==> src/rtl/tempsense_pkg.sv <==
// Shared constants for the temperature-sensor capture block: register map,
// STATUS/CTRL bit positions, sample width and the bus-handshake state type.
package tempsense_pkg;

    localparam int SAMPLE_W = 24;

    // Register offsets, selected by wbs_adr_i[3:2]
    localparam logic [1:0] REG_STATUS = 2'd0;
    localparam logic [1:0] REG_DATA   = 2'd1;
    localparam logic [1:0] REG_CTRL   = 2'd2;

    // STATUS bit positions (count occupies [7:0])
    localparam int ST_EMPTY = 8;
    localparam int ST_FULL  = 9;
    localparam int ST_OVF   = 10;
    localparam int ST_EN    = 16;

    // CTRL bit positions
    localparam int CTRL_EN    = 0;
    localparam int CTRL_FLUSH = 1;

    typedef enum logic {
        WB_IDLE = 1'b0,
        WB_ACK  = 1'b1
    } wb_state_e;

endpackage

==> src/rtl/tempsense_capture_if.sv <==
// Wishbone classic slave bus bundle used between the management SoC and
// the sensor capture block.
interface tempsense_capture_if;
    logic        wbs_cyc_i;
    logic        wbs_stb_i;
    logic        wbs_we_i;
    logic [3:0]  wbs_sel_i;
    logic [31:0] wbs_adr_i;
    logic [31:0] wbs_dat_i;
    logic        wbs_ack_o;
    logic [31:0] wbs_dat_o;

    modport master (
        output wbs_cyc_i, wbs_stb_i, wbs_we_i, wbs_sel_i, wbs_adr_i, wbs_dat_i,
        input  wbs_ack_o, wbs_dat_o
    );

    modport slave (
        input  wbs_cyc_i, wbs_stb_i, wbs_we_i, wbs_sel_i, wbs_adr_i, wbs_dat_i,
        output wbs_ack_o, wbs_dat_o
    );
endinterface

==> src/rtl/tempsense_fifo.sv <==
// Small show-ahead sample FIFO. A pop frees a slot in the same cycle, so a
// push into a full FIFO alongside a pop is accepted. Flush beats push.
module tempsense_fifo #(
    parameter int DEPTH = 4,
    parameter int W     = 24
) (
    input  logic                         i_clk,
    input  logic                         i_rst,
    input  logic                         i_push,
    input  logic                         i_pop,
    input  logic                         i_flush,
    input  logic [W-1:0]                 i_din,
    output logic [W-1:0]                 o_dout,
    output logic [$clog2(DEPTH+1)-1:0]   o_count,
    output logic                         o_empty,
    output logic                         o_full,
    output logic                         o_drop
);
    localparam int AW = $clog2(DEPTH);
    localparam int CW = $clog2(DEPTH+1);

    logic [W-1:0]  r_mem [DEPTH];
    logic [AW-1:0] r_wr_ptr, r_rd_ptr;
    logic [CW-1:0] r_count;
    logic          w_do_pop, w_do_push;

    assign o_count   = r_count;
    assign o_empty   = (r_count == '0);
    assign o_full    = (r_count == CW'(DEPTH));
    assign o_dout    = r_mem[r_rd_ptr];
    assign w_do_pop  = i_pop & ~o_empty & ~i_flush;
    assign w_do_push = i_push & (~o_full | (i_pop & ~o_empty)) & ~i_flush;
    // A dropped sample is one refused for lack of space, not one discarded by flush
    assign o_drop    = i_push & o_full & ~(i_pop & ~o_empty) & ~i_flush;

    // Sample storage; contents need no reset since count guards reads
    always_ff @(posedge i_clk) begin
        if (w_do_push) r_mem[r_wr_ptr] <= i_din;
    end

    // Pointer and occupancy bookkeeping; pointers wrap naturally (power-of-two depth)
    always_ff @(posedge i_clk or posedge i_rst) begin
        if (i_rst) begin
            r_wr_ptr <= '0;
            r_rd_ptr <= '0;
            r_count  <= '0;
        end else if (i_flush) begin
            r_wr_ptr <= '0;
            r_rd_ptr <= '0;
            r_count  <= '0;
        end else begin
            if (w_do_push) r_wr_ptr <= r_wr_ptr + 1'b1;
            if (w_do_pop)  r_rd_ptr <= r_rd_ptr + 1'b1;
            r_count <= r_count + CW'(w_do_push) - CW'(w_do_pop);
        end
    end
endmodule

==> src/rtl/tempsense_capture.sv <==
// Captures sensor results on each synchronised DONE rise into a FIFO and
// exposes status/control/pop through a single-cycle-ack Wishbone slave.
module tempsense_capture
    import tempsense_pkg::*;
#(
    parameter int          DEPTH     = 4,
    parameter logic [31:0] BASE_ADDR = 32'h3000_0000
) (
    input  logic                wb_clk_i,
    input  logic                wb_rst_i,
    tempsense_capture_if.slave  wb,
    input  logic                DONE,
    input  logic [SAMPLE_W-1:0] DOUT,
    output logic                irq_o
);
    localparam int CW = $clog2(DEPTH+1);

    logic                r_s1, r_s2, r_s3;
    logic                r_en, r_ovf, r_irq;
    logic [31:0]         r_dat;
    wb_state_e           r_state, w_state_nxt;
    logic                w_edge, w_push, w_hit, w_req, w_rd;
    logic                w_ctrl_wr, w_flush, w_pop, w_drop;
    logic [1:0]          w_reg;
    logic [31:0]         w_rdata;
    logic [SAMPLE_W-1:0] w_fifo_dout;
    logic [CW-1:0]       w_count;
    logic                w_empty, w_full;
    logic                w_unused;

    assign w_edge    = r_s2 & ~r_s3;
    assign w_push    = w_edge & r_en;
    assign w_hit     = (wb.wbs_adr_i[31:4] == BASE_ADDR[31:4]);
    assign w_req     = wb.wbs_cyc_i & wb.wbs_stb_i & ~wb.wbs_ack_o & w_hit;
    assign w_reg     = wb.wbs_adr_i[3:2];
    assign w_rd      = w_req & ~wb.wbs_we_i;
    assign w_ctrl_wr = w_req & wb.wbs_we_i & (w_reg == REG_CTRL) & wb.wbs_sel_i[0];
    assign w_flush   = w_ctrl_wr & wb.wbs_dat_i[CTRL_FLUSH];
    assign w_pop     = w_rd & (w_reg == REG_DATA) & ~w_empty;

    assign wb.wbs_ack_o = (r_state == WB_ACK);
    assign wb.wbs_dat_o = r_dat;
    assign irq_o        = r_irq;
    assign w_unused     = &{1'b0, wb.wbs_dat_i[31:2], wb.wbs_sel_i[3:1], wb.wbs_adr_i[1:0]};

    tempsense_fifo #(.DEPTH(DEPTH), .W(SAMPLE_W)) u_fifo (
        .i_clk   (wb_clk_i),
        .i_rst   (wb_rst_i),
        .i_push  (w_push),
        .i_pop   (w_pop),
        .i_flush (w_flush),
        .i_din   (DOUT),
        .o_dout  (w_fifo_dout),
        .o_count (w_count),
        .o_empty (w_empty),
        .o_full  (w_full),
        .o_drop  (w_drop)
    );

    // DONE synchroniser plus history flop; history follows s2 regardless of en
    always_ff @(posedge wb_clk_i or posedge wb_rst_i) begin
        if (wb_rst_i) begin
            r_s1 <= 1'b0;
            r_s2 <= 1'b0;
            r_s3 <= 1'b0;
        end else begin
            r_s1 <= DONE;
            r_s2 <= r_s1;
            r_s3 <= r_s2;
        end
    end

    // Read-data mux; an empty DATA read returns zero
    always_comb begin
        w_rdata = '0;
        case (w_reg)
            REG_STATUS: begin
                w_rdata[7:0]    = 8'(w_count);
                w_rdata[ST_EMPTY] = w_empty;
                w_rdata[ST_FULL]  = w_full;
                w_rdata[ST_OVF]   = r_ovf;
                w_rdata[ST_EN]    = r_en;
            end
            REG_DATA: if (!w_empty) w_rdata = {1'b1, 7'h0, w_fifo_dout};
            REG_CTRL:   w_rdata[CTRL_EN] = r_en;
            default:    w_rdata = '0;
        endcase
    end

    // Bus handshake state register
    always_ff @(posedge wb_clk_i or posedge wb_rst_i) begin
        if (wb_rst_i) r_state <= WB_IDLE;
        else          r_state <= w_state_nxt;
    end

    // Bus handshake next state: one ack cycle per request
    always_comb begin
        w_state_nxt = r_state;
        case (r_state)
            WB_IDLE: if (w_req) w_state_nxt = WB_ACK;
            WB_ACK:  w_state_nxt = WB_IDLE;
            default: w_state_nxt = WB_IDLE;
        endcase
    end

    // Control/status state: read data only lives in the ack cycle, overflow is sticky
    always_ff @(posedge wb_clk_i or posedge wb_rst_i) begin
        if (wb_rst_i) begin
            r_dat <= '0;
            r_en  <= 1'b0;
            r_ovf <= 1'b0;
            r_irq <= 1'b0;
        end else begin
            r_dat <= w_rd ? w_rdata : 32'h0;
            if (w_ctrl_wr) r_en <= wb.wbs_dat_i[CTRL_EN];
            if (w_flush)     r_ovf <= 1'b0;
            else if (w_drop) r_ovf <= 1'b1;
            r_irq <= r_en & ~w_empty;
        end
    end
endmodule

==> src/flat_wrapper.sv <==
// flat-port wrapper written by rule: the top's interface ports become plain ports
module tempsense_capture_flat import tempsense_pkg::*;
#(
    parameter int          DEPTH     = 4,
    parameter logic [31:0] BASE_ADDR = 32'h3000_0000
)
  (wb_clk_i, wb_rst_i, DONE, DOUT, irq_o, wb_wbs_cyc_i, wb_wbs_stb_i, wb_wbs_we_i, wb_wbs_sel_i, wb_wbs_adr_i, wb_wbs_dat_i, wb_wbs_ack_o, wb_wbs_dat_o);
  tempsense_capture_if wb_i ();
  input  logic wb_clk_i;
  input  logic wb_rst_i;
  input  logic DONE;
  input  logic [SAMPLE_W-1:0] DOUT;
  output logic irq_o;
  input wire logic [$bits(wb_i.wbs_cyc_i)-1:0] wb_wbs_cyc_i;
  input wire logic [$bits(wb_i.wbs_stb_i)-1:0] wb_wbs_stb_i;
  input wire logic [$bits(wb_i.wbs_we_i)-1:0] wb_wbs_we_i;
  input wire logic [$bits(wb_i.wbs_sel_i)-1:0] wb_wbs_sel_i;
  input wire logic [$bits(wb_i.wbs_adr_i)-1:0] wb_wbs_adr_i;
  input wire logic [$bits(wb_i.wbs_dat_i)-1:0] wb_wbs_dat_i;
  output wire logic [$bits(wb_i.wbs_ack_o)-1:0] wb_wbs_ack_o;
  output wire logic [$bits(wb_i.wbs_dat_o)-1:0] wb_wbs_dat_o;
  assign wb_i.wbs_cyc_i = wb_wbs_cyc_i;
  assign wb_i.wbs_stb_i = wb_wbs_stb_i;
  assign wb_i.wbs_we_i = wb_wbs_we_i;
  assign wb_i.wbs_sel_i = wb_wbs_sel_i;
  assign wb_i.wbs_adr_i = wb_wbs_adr_i;
  assign wb_i.wbs_dat_i = wb_wbs_dat_i;
  assign wb_wbs_ack_o = wb_i.wbs_ack_o;
  assign wb_wbs_dat_o = wb_i.wbs_dat_o;
  tempsense_capture #(.DEPTH(DEPTH), .BASE_ADDR(BASE_ADDR)) u_core (.wb_clk_i(wb_clk_i), .wb_rst_i(wb_rst_i), .wb(wb_i), .DONE(DONE), .DOUT(DOUT), .irq_o(irq_o));
endmodule
==> config.mk <==
export PLATFORM = sky130hd
export DESIGN_NAME = tempsense_capture_flat
export DESIGN_NICKNAME = d
export VERILOG_FILES = /design/src/rtl/tempsense_pkg.sv /design/src/rtl/tempsense_capture_if.sv /design/src/rtl/tempsense_fifo.sv /design/src/rtl/tempsense_capture.sv /design/src/flat_wrapper.sv
export SDC_FILE = /design/constraint.sdc
export NUM_CORES = 1
export LEC_CHECK = 0
export ABC_AREA = 1
export CAP_MARGIN = 15
export CORE_ASPECT_RATIO = 0.6
export CORE_MARGIN = 2
export CORE_UTILIZATION = 49
export DETAILED_ROUTE_END_ITERATION = 10
export GPL_TIMING_DRIVEN = 1
export PLACE_DENSITY_LB_ADDON = 0.2
export SYNTH_ARGS = -nofsm -noshare
export SYNTH_HDL_FRONTEND = slang
export SYNTH_SLANG_ARGS = --single-unit
==> constraint.sdc <==
create_clock -name wb_clk_i -period 3.9 [get_ports wb_clk_i]
set_clock_uncertainty 0.05 [all_clocks]
set_input_delay 0.39 -clock wb_clk_i [delete_from_list [all_inputs] [get_ports wb_clk_i]]
set_output_delay 0.39 -clock wb_clk_i [all_outputs]
set_load 0.005 [all_outputs]
==> flow_summary.ini <==
[routing]
viasPerCell = 5.09
drc_errors = 0
vias = 3687
wirelength_um = 11700
ant_nets = 0
wl_per_cell_um = 16.2
first_iter_violations = 372
drtPass1Iterations = 4

[synth]
ys.warnings.count = 0
synthCells = 474
ys_ff_latch = 135
synth_edf_count = 96
ys.flop_type = edfxtp_1
synth.avg_cell_area_um2 = 11.6
synth_area_um2 = 5480
synth-seq-area-share_pct = 70.4
synthDistinctLibCells = 34
async_flop_share_pct = 28.9

[power_and_ir_drop]
clkPwrFrac_pct = 48.6
irDropWorstVdd_mv = 0.318
switching_share_pct = 22.0
p_sw_mw = 0.709
sequentialPowerShare_pct = 47.9
combPwrFrac_pct = 3.5
p_int_mw = 2.51
total_power_mw = 3.22
p_per_area_nw_per_um2 = 454
p_leak_nw = 2.73

[timing]
fin_setup_tns_ns = 0
max_clock_freq_mhz = 349
relSlewSlack_pct = 35.7
worst_slew_pin_slew_ns = 0.963
period_share_pct = 73.4
holdWs_ns = 0.309
rsz0062_at_grt = false
fin_crit_ns = 2.86
timing_hold_violations_final = 0
finalWorstSetupSlack_ns = 1.04
report.final.slew_viol_count = 0
setup_viol = 0

[worst_hold_path]
hp-class = flop to flop

[critical_path]
crit_slowest_cell = clkdlybuf4s50_1
end_kind = flop
worst_ep_required_time_ns = 4.20
cp_top_family = simple AND/OR/NAND/NOR gates
arrival_ns = 3.16
crit_path_frequent_cell = inv_1
worst_setup_path_start_kind = primary input
crit_chain = clkdlybuf4s50_1 > inv_1 > nor3_4 > nand3_4 > nand2_4 > nand3_4 > ha_1 > inv_1 > ha_1 > inv_1 > fa_1 > or2_1 > inv_1
rrSetupSlack_ns = 1.04
cp_slowest_stage_delay_ns = 0.53
cp_max_fo = 10
cp.buffers_inverters = 5
crit_type = primary input to flop

[cts]
cts_root_buf = clkbuf_16
clk-insertion-delay-late_ns = 0.41
htree_levels = 4
cts_tree = done
post_cts_buffers = 0
cts_resized = 0
numClockSinks = 135
cts_made_buffers = 17
clockBufferDepth = 2
cts.clk_slew.worst_paths_ns = 0.06
ctsHoldBuffers = 0

[flow_run]
maxCapViolCount = 0

[place]
dpl_cell_area_um2 = 6510
place_congestion = 0.820
dp_hpwl_um = 7260
placed_cells = 692
port_buffers = 89
detailedPlace.worstSlack_ns = 0.630

[global_routing]
grt_max_degree = 50
grt_pass1_vias = 3584
grt.overflow.total = 0
grt_pass1_wl_um = 18800
antenna_found_initial = 0
grtUsageTotal_pct = 20.9

[die]
start_util_pct = 51.0
die_width_um = 141
row_count = 29
dieArea_um2 = 12100
pin_count = 132
core_um2 = 10700
die_h_um = 85.9

[layout]
multi_input_area_um2 = 1410
fin_area_um2 = 7100
drive_above_1_share_pct = 9.23
seq_area_um2 = 3860
final_cells = 724
nNetsFinal = 677
utilization_pct = 66.1
syn2layout_area_growth_pct = 29.4
fillers = 806
diodes = 0

[run_status]
status = finished, final reports clean
## synth_stat cells (3+ instances only)
| library cell | n | share of area, % |
|---|---|---|
| buf_1 | 3 | 0.21 |
| dfrtp_1 | 39 | 18 |
| buf_4 | 7 | 0.96 |
| inv_1 | 32 | 2.2 |
| a21oi_1 | 19 | 1.7 |
| ha_1 | 6 | 1.4 |
| o22ai_1 | 7 | 0.80 |
| edfxtp_1 | 96 | 53 |
| nand4_1 | 4 | 0.46 |
| a22oi_1 | 6 | 0.82 |
| nand3_1 | 5 | 0.46 |
| nand2_1 | 32 | 2.2 |
| o21ai_0 | 49 | 4.5 |
| clkbuf_1 | 11 | 0.75 |
| nor2_2 | 3 | 0.34 |
| nor2_1 | 131 | 9.0 |
## cell usage in the layout, fill, tap and decap left out, types with 4 or more instances in the layout
master,synthesis,routed
o21ai_0,49,49
inv_8,0,4
nand4_1,4,4
clkdlybuf4s50_1,0,89
nor2_2,3,7
conb_1,1,7
clkbuf_16,0,17
nand2_1,32,32
nor2_1,131,127
buf_4,7,8
a22oi_1,6,6
nand3_1,5,5
a21oi_1,19,19
ha_1,6,6
dfrtp_1,39,39
inv_1,32,31
edfxtp_1,96,96
o22ai_1,7,7
inv_6,0,6
## logic make-up after synthesis
| logic type | synth area share (%) |
|---|---|
| other | 0.0684 |
| flip-flops | 70.4 |
| AO/OA/AOI/OAI | 8.03 |
| adder cells (fa/ha/maj) | 1.73 |
| XOR/XNOR | 0.160 |
| buffers and inverters | 4.50 |
| AND/OR/NAND/NOR | 15.1 |
## layer usage
layer  part of all wire, %  vias to the layer above  global-route usage, %
met5                     0                        -                      0
li1                      -                     1798                      -
met3                   5.8                        8                   5.70
met2                    45                      108                   31.3
met4                  0.61                        0                   7.18
met1                    48                     1773                   30.0
## cell type report
class                           count  share of cell area, %
Sequential cell                   135                   54.4
Multi-Input combinational cell    289                   19.9
Timing Repair Buffer               97                   13.4
Clock buffer                       17                   6.00
Tap cell                          139                   2.45
Clock inverter                     15                   2.20
Inverter                           32                   1.69
## sequential cells by signal, indices dropped and copies added, names as in the netlist
| name | count |
|---|---|
| u_core.u_fifo.r_rd_ptr | 2 |
| u_core.u_fifo.o_count | 3 |
| u_core.r_s2 | 1 |
| u_core.irq_o | 1 |
| u_core.r_en | 1 |
| u_core.r_s3 | 1 |
| u_core.r_s1 | 1 |
| u_core.u_fifo.r_mem | 96 |
| u_core.wb.wbs_ack_o | 1 |
| u_core.u_fifo.r_wr_ptr | 2 |
| u_core.r_ovf | 1 |
| u_core.wb.wbs_dat_o | 25 |
## worst paths after layout
check,start,endpoint,cells after the start
setup / recovery,wb_wbs_adr_i[2],u_core.u_fifo.o_count[1],13
hold / removal,u_core.r_s1,u_core.r_s2,0
max in group asynchronous,wb_rst_i,u_core.r_ovf,3
hold reg to reg,u_core.r_s1,u_core.r_s2,0
min in group asynchronous,wb_rst_i,u_core.irq_o,3
setup reg to reg,u_core.u_fifo.o_count[1],u_core.u_fifo.o_count[1],13
## power groups by stage
stage | Clock [mW] | Combinational (mW) | Sequential, mW
after global placement | 0 | 0.109 | 1.57
final | 1.56 | 0.114 | 1.54
after global routing | 1.66 | 0.126 | 1.54
after CTS | 1.59 | 0.114 | 1.54
after floorplan | 0 | 0.0321 | 1.57
after detailed placement | 0 | 0.114 | 1.57
(Power assumes the default switching activity.)
